<file path="config.mk">
export PLATFORM = sky130hd
export DESIGN_NAME = sram_responder
export DESIGN_NICKNAME = d
export VERILOG_FILES = /design/src/rtl/sram_responder.sv
export SDC_FILE = /design/constraint.sdc
export NUM_CORES = 1
export LEC_CHECK = 0
export CAP_MARGIN = 20
export CORE_MARGIN = 10
export CORE_UTILIZATION = 30
export DETAILED_ROUTE_END_ITERATION = 7
export GPL_TIMING_DRIVEN = 0
export PLACE_DENSITY = 0.68
export SYNTH_ARGS = -nofsm -noshare
export SYNTH_HDL_FRONTEND = slang
export SYNTH_SLANG_ARGS = --single-unit
</file>
<file path="constraint.sdc">
create_clock -name i_clk -period 2.42 [get_ports i_clk]
set_input_delay 0.605 -clock i_clk [delete_from_list [all_inputs] [get_ports i_clk]]
set_output_delay 0.605 -clock i_clk [all_outputs]
set_load 0.01 [all_outputs]
</file>
<file path="src/rtl/sram_responder.sv">
// Bus responder for the z80computer system bus, serving each request
// from an external asynchronous SRAM with programmable wait states.
module sram_responder #(
    parameter int ADDR_WIDTH  = 16,
    parameter int WAIT_CYCLES = 2,
    parameter int WE_CYCLES   = 1
) (
    input  logic                  i_clk,
    input  logic                  i_reset_n,
    input  logic [ADDR_WIDTH-1:0] i_addr,
    input  logic [7:0]            i_dat,
    output logic [7:0]            o_dat,
    input  logic                  i_we,
    input  logic                  i_cs,
    output logic                  o_ack,
    output logic [ADDR_WIDTH-1:0] o_sram_addr,
    output logic [7:0]            o_sram_dq,
    input  logic [7:0]            i_sram_dq,
    output logic                  o_sram_dq_oe,
    output logic                  o_sram_ce_n,
    output logic                  o_sram_oe_n,
    output logic                  o_sram_we_n
);

    localparam int MAXC = (WAIT_CYCLES > WE_CYCLES) ? WAIT_CYCLES : WE_CYCLES;
    localparam int CW   = $clog2(MAXC) + 1;

    localparam logic [CW-1:0] RD_LOAD = CW'(WAIT_CYCLES - 1);
    localparam logic [CW-1:0] WR_LOAD = CW'(WE_CYCLES - 1);

    typedef enum logic [2:0] {
        IDLE,
        RD_ACCESS,
        WR_SETUP,
        WR_PULSE,
        WR_HOLD,
        DONE
    } state_t;

    state_t                  state;
    state_t                  state_d;
    logic [CW-1:0]           cnt;
    logic [CW-1:0]           cnt_d;
    logic                    we_q;
    logic                    we_q_d;
    logic [7:0]              dat_d;
    logic [ADDR_WIDTH-1:0]   addr_d;
    logic [7:0]              dq_d;
    logic                    dq_oe_d;
    logic                    ce_n_d;
    logic                    oe_n_d;
    logic                    we_n_d;
    logic                    match;
    logic                    start;
    logic                    cnt_zero;

    // A changed address or direction while parked in DONE is a fresh request.
    assign match    = ({i_addr, i_we} == {o_sram_addr, we_q});
    assign start    = i_cs & ((state == IDLE) | ((state == DONE) & ~match));
    assign cnt_zero = (cnt == '0);
    assign o_ack    = (state == DONE) & i_cs & match;

    always_ff @(posedge i_clk or negedge i_reset_n) begin
        if (!i_reset_n) begin
            state        <= IDLE;
            cnt          <= '0;
            we_q         <= 1'b0;
            o_dat        <= 8'h00;
            o_sram_addr  <= '0;
            o_sram_dq    <= 8'h00;
            o_sram_dq_oe <= 1'b0;
            o_sram_ce_n  <= 1'b1;
            o_sram_oe_n  <= 1'b1;
            o_sram_we_n  <= 1'b1;
        end else begin
            state        <= state_d;
            cnt          <= cnt_d;
            we_q         <= we_q_d;
            o_dat        <= dat_d;
            o_sram_addr  <= addr_d;
            o_sram_dq    <= dq_d;
            o_sram_dq_oe <= dq_oe_d;
            o_sram_ce_n  <= ce_n_d;
            o_sram_oe_n  <= oe_n_d;
            o_sram_we_n  <= we_n_d;
        end
    end

    always_comb begin
        state_d = state;
        unique case (state)
            IDLE: begin
                if (i_cs) begin
                    state_d = i_we ? WR_SETUP : RD_ACCESS;
                end
            end
            RD_ACCESS: begin
                if (cnt_zero) begin
                    state_d = DONE;
                end
            end
            WR_SETUP: begin
                state_d = WR_PULSE;
            end
            WR_PULSE: begin
                if (cnt_zero) begin
                    state_d = WR_HOLD;
                end
            end
            WR_HOLD: begin
                state_d = DONE;
            end
            DONE: begin
                if (!i_cs) begin
                    state_d = IDLE;
                end else if (!match) begin
                    state_d = i_we ? WR_SETUP : RD_ACCESS;
                end
            end
            default: begin
                state_d = IDLE;
            end
        endcase
    end

    // Register inputs for the next cycle; SRAM pins never see combinational logic.
    always_comb begin
        cnt_d   = cnt;
        we_q_d  = we_q;
        dat_d   = o_dat;
        addr_d  = o_sram_addr;
        dq_d    = o_sram_dq;
        dq_oe_d = o_sram_dq_oe;
        ce_n_d  = o_sram_ce_n;
        oe_n_d  = o_sram_oe_n;
        we_n_d  = o_sram_we_n;
        unique case (1'b1)
            start: begin
                addr_d = i_addr;
                dq_d   = i_dat;
                we_q_d = i_we;
                ce_n_d = 1'b0;
                if (i_we) begin
                    dq_oe_d = 1'b1;
                end else begin
                    oe_n_d = 1'b0;
                    cnt_d  = RD_LOAD;
                end
            end
            (state == RD_ACCESS): begin
                if (cnt_zero) begin
                    dat_d  = i_sram_dq;
                    ce_n_d = 1'b1;
                    oe_n_d = 1'b1;
                end else begin
                    cnt_d = cnt - 1'b1;
                end
            end
            (state == WR_SETUP): begin
                we_n_d = 1'b0;
                cnt_d  = WR_LOAD;
            end
            (state == WR_PULSE): begin
                if (cnt_zero) begin
                    we_n_d = 1'b1;
                end else begin
                    cnt_d = cnt - 1'b1;
                end
            end
            (state == WR_HOLD): begin
                ce_n_d  = 1'b1;
                dq_oe_d = 1'b0;
            end
            default: begin
            end
        endcase
    end

endmodule
</file>
# --- Yosys cells after proc, flatten, opt, wreduce, memory -nomap -nowiden ---
# Cells that the tools add are included.
# Widths: inputs -> output; s select.
classes:
  addsub: 1
  eq_ne: 13
  mux: 17
  bitwise_logic: 6
  reduce_logical: 15
op_table:
  columns: ["op", "n"]
  rows:
  - ["$pmux 3 s6", 1]
  - ["$eq 17x17->1", 1]
  - ["$mux 3", 5]
  - ["$ne 2x2->1 const B", 6]
  - ["$reduce_and 2->1", 4]
  - ["$eq 3x2->1 const B", 2]
  - ["$eq 3x3->1 const B", 2]
  - ["$mux 2", 3]
  - ["$pmux 1 s2", 3]
  - ["$pmux 2 s3", 1]
  - ["$reduce_and 3->1", 2]
  - ["$reduce_bool 2->1", 3]
  - ["$reduce_bool 3->1", 2]
  - ["$and 1x1->1", 4]
  - ["$reduce_and 4->1", 1]
  - ["$eq 3x1->1 const B", 1]
  - ["$logic_not 3->1", 1]
  - ["$mux 1", 3]
  - ["$ne 3x3->1 const B", 1]
  - ["$pmux 1 s3", 1]
  - ["$logic_not 2->1", 1]
  - ["$reduce_or 2->1", 1]
  - ["$sub 2x1->2 const B", 1]
  - ["$not 1->1", 1]
  - ["$or 1x1->1", 1]
word_totals:
  ff_bits: 42
  inputBits: 36
  output_inout_bits: 37
  elab_cells: 62

# --- Depth between registers and ports, before layout ---
depth:
  ltp_word: 7
  ltp_mapped: 7

# --- Least setup slack after synthesis ---
# No wires, ideal clock.
synth_path:
  kind: "input to output"
  start: "input i_addr[0]"
  end: "output o_ack"
  arrival_ns: 1.811
  slack_ns: 0.004
  cell_stages: 5
  cell_sequence: "xor2_1 nor4_1 nand2_1 or3_1 nor2_1"
synth_via:
  elab_chain_len: 2
synth_rtl:
  columns: ["item", "line", "rtl"]
  rows:
  - ["start: declaration", "10", "input logic [ADDR_WIDTH-1:0] i_addr,"]
  - ["$eq 17x17->1", "58", "assign match = ({i_addr, i_we} == {o_sram_addr, we_q});"]
  - ["$and 1x1->1", "61", "assign o_ack = (state == DONE) & i_cs & match;"]
  - ["end: declaration", "15", "output logic o_ack,"]
# Every way passes these cells.

# --- Final worst setup path ---
# Ends and elaborated chain as after synthesis.

==> results.py <==
metrics = {
    "status": {
        "outcome": "complete, but fails checks",
        "violations": "setup timing",
    },
    "clocking": {
        "insertion_delay_ns": 0.30,
        "cts.sinks": 42,
        "root_buffer": "clkbuf_8",
        "clockBufferDepth": 2,
        "tritoncts": "done",
        "htreeDepth": 2,
        "cts.clk_slew.worst_paths_ns": 0.08,
        "cts_hold_buf": 0,
        "cts_buffers": 5,
    },
    "yosys": {
        "yosysSeqAreaShare": 0.501,
        "ys.flop_type": "dfrtp_1",
        "netlist_area_mm2": 0.00211,
        "async_reset_ff_frac": 1.00,
        "synth_edf_count": 0,
        "ys_seq_elements": 42,
        "synthCells": 171,
        "yosys_warnings": 0,
        "syn_avg_cell_area_um2": 12.3,
        "ys_types": 37,
        "syn-num-nets": 208,
    },
    "place": {
        "portBuffers": 72,
        "routabilityCongestion": 0.804,
        "dp_hpwl_mm": 3.98,
        "dpl_cell_area_mm2": 0.00296,
    },
    "run": {
        "cap_viol_max_count": 0,
    },
    "power": {
        "netSwitchingPower_uw": 1530,
        "intPower_uw": 2870,
        "p_per_area_mw_per_mm2": 1330,
        "ir_drop_mv": 0.618,
        "pwr-share-comb": 0.591,
        "leakagePower_uw": 0.00144,
        "clkPwrFrac": 0.101,
        "p_seq_frac": 0.308,
        "netSwitchingFraction": 0.348,
        "totalPowerFinal_uw": 4400,
    },
    "layout": {
        "diodes": 0,
        "fin_util": 0.486,
        "mostFrequentLayoutCells": "clkdlybuf4s50_1 (52), dfrtp_1 (38), mux2_4 (20)",
        "nets": 311,
        "design_area_mm2": 0.00330,
        "syn_to_final_growth_pct": 56.8,
        "fillers": 646,
        "layout_commonest_cell": "clkdlybuf4s50_1",
        "final_layout_size_suffix_gt1_frac": 0.331,
    },
    "grt": {
        "grt_pass1_vias": 1878,
        "grtUsageTotal": 0.109,
        "antenna_found_initial": 0,
        "grt_remaining_overflow": 0,
        "grt_max_degree": 31,
        "grt_pass1_wl_mm": 9.71,
    },
    "route": {
        "avgRoutedWirePerCell_um": 15.3,
        "wl_mm": 5.66,
        "ant_nets": 0,
        "vias_per_cell": 4.54,
        "drt_drc_violations_left": 0,
        "drtIter0Drc": 92,
        "dr.pass1.iters": 4,
        "vias": 1686,
    },
    "timing": {
        "period_minus_slack_ns": 2.57,
        "drv_slew": 0,
        "slew_headroom": 0.505,
        "final.setup.worst_slack_ns": -0.147,
        "worstMarginPinSlew_ns": 0.738,
        "hold_violations": 0,
        "max_freq_ghz": 0.390,
        "grt_setup_unrepaired": "true",
        "setup_viol": 1,
        "fin_worst_skew_ns": 0.00932,
        "min_period_over_period": 1.06,
        "setup_tns_ns": -0.147,
    },
    "critical_path": {
        "path_class": "in2out",
        "required_ns": 1.81,
        "critical_path_peak_fanout": 2,
        "cp-start-kind": "primary input",
        "worst_ep_arrival_time_ns": 1.96,
        "end_kind": "output pin",
    },
    "floorplan": {
        "rows": 30,
        "die_x_um": 104,
        "fp.dieH_um": 104,
        "initial_utilization": 0.310,
        "core_area_mm2": 0.00679,
        "die-area_mm2": 0.0108,
        "io-pin-count": 73,
    },
    "worst_hold_path": {
        "hold_class": "in2async",
    },
}
stage by stage:
stage | hold slack [ns] | instances | setup slack [ns]
after floorplan | 0.309 | 171 | 0.00399
after global placement | 0.471 | 339 | -1.18
after detailed placement | 0.478 | 340 | -1.18
after CTS | 0.203 | 371 | -0.197
after global routing | 0.196 | 371 | -0.267
final | 0.198 | 371 | -0.147
path summary, 6_finish.rpt:
path / startpoint / endpoint / slack (ns) / cells after the start
worst max register to register: o_sram_addr[3] / o_sram_addr[11] / 0.12 / 9
worst min register to register: o_sram_ce_n / o_sram_ce_n / 0.49 / 2
max in group asynchronous: i_reset_n / o_sram_we_n / 1.67 / 2
min in group i_clk: o_sram_ce_n / o_sram_ce_n / 0.49 / 2
worst min-delay path: i_reset_n / o_dat[7] / 0.20 / 1
worst max-delay path: i_addr[0] / o_ack / -0.15 / 7
worst max-delay path, cell delays in order:
cell and delay (ns):
clkbuf_2 0.11, xor2_2 0.19, nor4_4 0.31, nand2_1 0.12
or3_4 0.41, nor2_2 0.08, buf_2 0.13
cells in the mapped netlist (4+ instances only):
cell      n  area [µm²]
dfrtp_1  39         976
mux2_4   17         255
xor2_1   17         149
nor2_1   11        41.3
a21oi_1   9        45.0
nand2_1   9        33.8
mux2_2    8        90.1
inv_1     7        26.3
mux2_1    7        78.8
a31oi_1   4        25.0
o31ai_1   4        30.0
state kept, by name (all words and copies together) (netlist names):
register / cells
cnt: 2
o_dat: 8
o_sram_addr: 16
o_sram_ce_n: 1
o_sram_dq: 8
o_sram_dq_oe: 1
o_sram_oe_n: 1
o_sram_we_n: 1
state: 3
we_q: 1
repair_timing:
action | CTS | global route
setup endpoints to repair | 18 | 27
buffers inserted | 24 | 2
cloned | 3 | 0
pin swaps | 13 | 9
resized for setup | 74 | 6
area by class of cell:
class                      count  area, µm²  area share
buffer                         6       62.6      0.0189
clock buffer                   7       76.3      0.0231
clock inverter                 1       7.51     0.00227
inverter                       8       30.0     0.00909
multi-input combinational    115       1040       0.316
sequential                    42       1060       0.320
tap                           96        120      0.0364
timing repair buffer          96        907       0.275
power by group through the flow:
| stage | registers, µW | clock network, µW | logic [µW] |
|---|---|---|---|
| after CTS | 1360 | 465 | 2610 |
| final | 1350 | 445 | 2600 |
| after detailed placement | 1370 | 0 | 2210 |
| after floorplan | 1480 | 0 | 1130 |
| after global routing | 1420 | 498 | 2820 |
| after global placement | 1350 | 0 | 2180 |
routing by layer:
layer,vias up,GRT usage,part of all wire
met2,53,0.171,0.47
met4,0,0.0298,0.015
met1,815,0.133,0.44
li1,809,-,-
met3,9,0.0458,0.077
met5,-,0,0
logic make-up (layout without fill, tap and decap cells):
| logic type | Yosys count | after routing | share of synthesized area |
|---|---|---|---|
| muxes | 32 | 32 | 0.201 |
| xor gates and xnor gates | 17 | 17 | 0.0707 |
| and+or+nand+nor | 37 | 37 | 0.0963 |
| buffers and inverters | 14 | 118 | 0.0356 |
| AOI/OAI and AO/OA | 28 | 28 | 0.0891 |
| DFF | 42 | 42 | 0.501 |
| adders and majority gates | 1 | 1 | 0.00594 |
No activity file was read; power rests on OpenSTA's default activity.
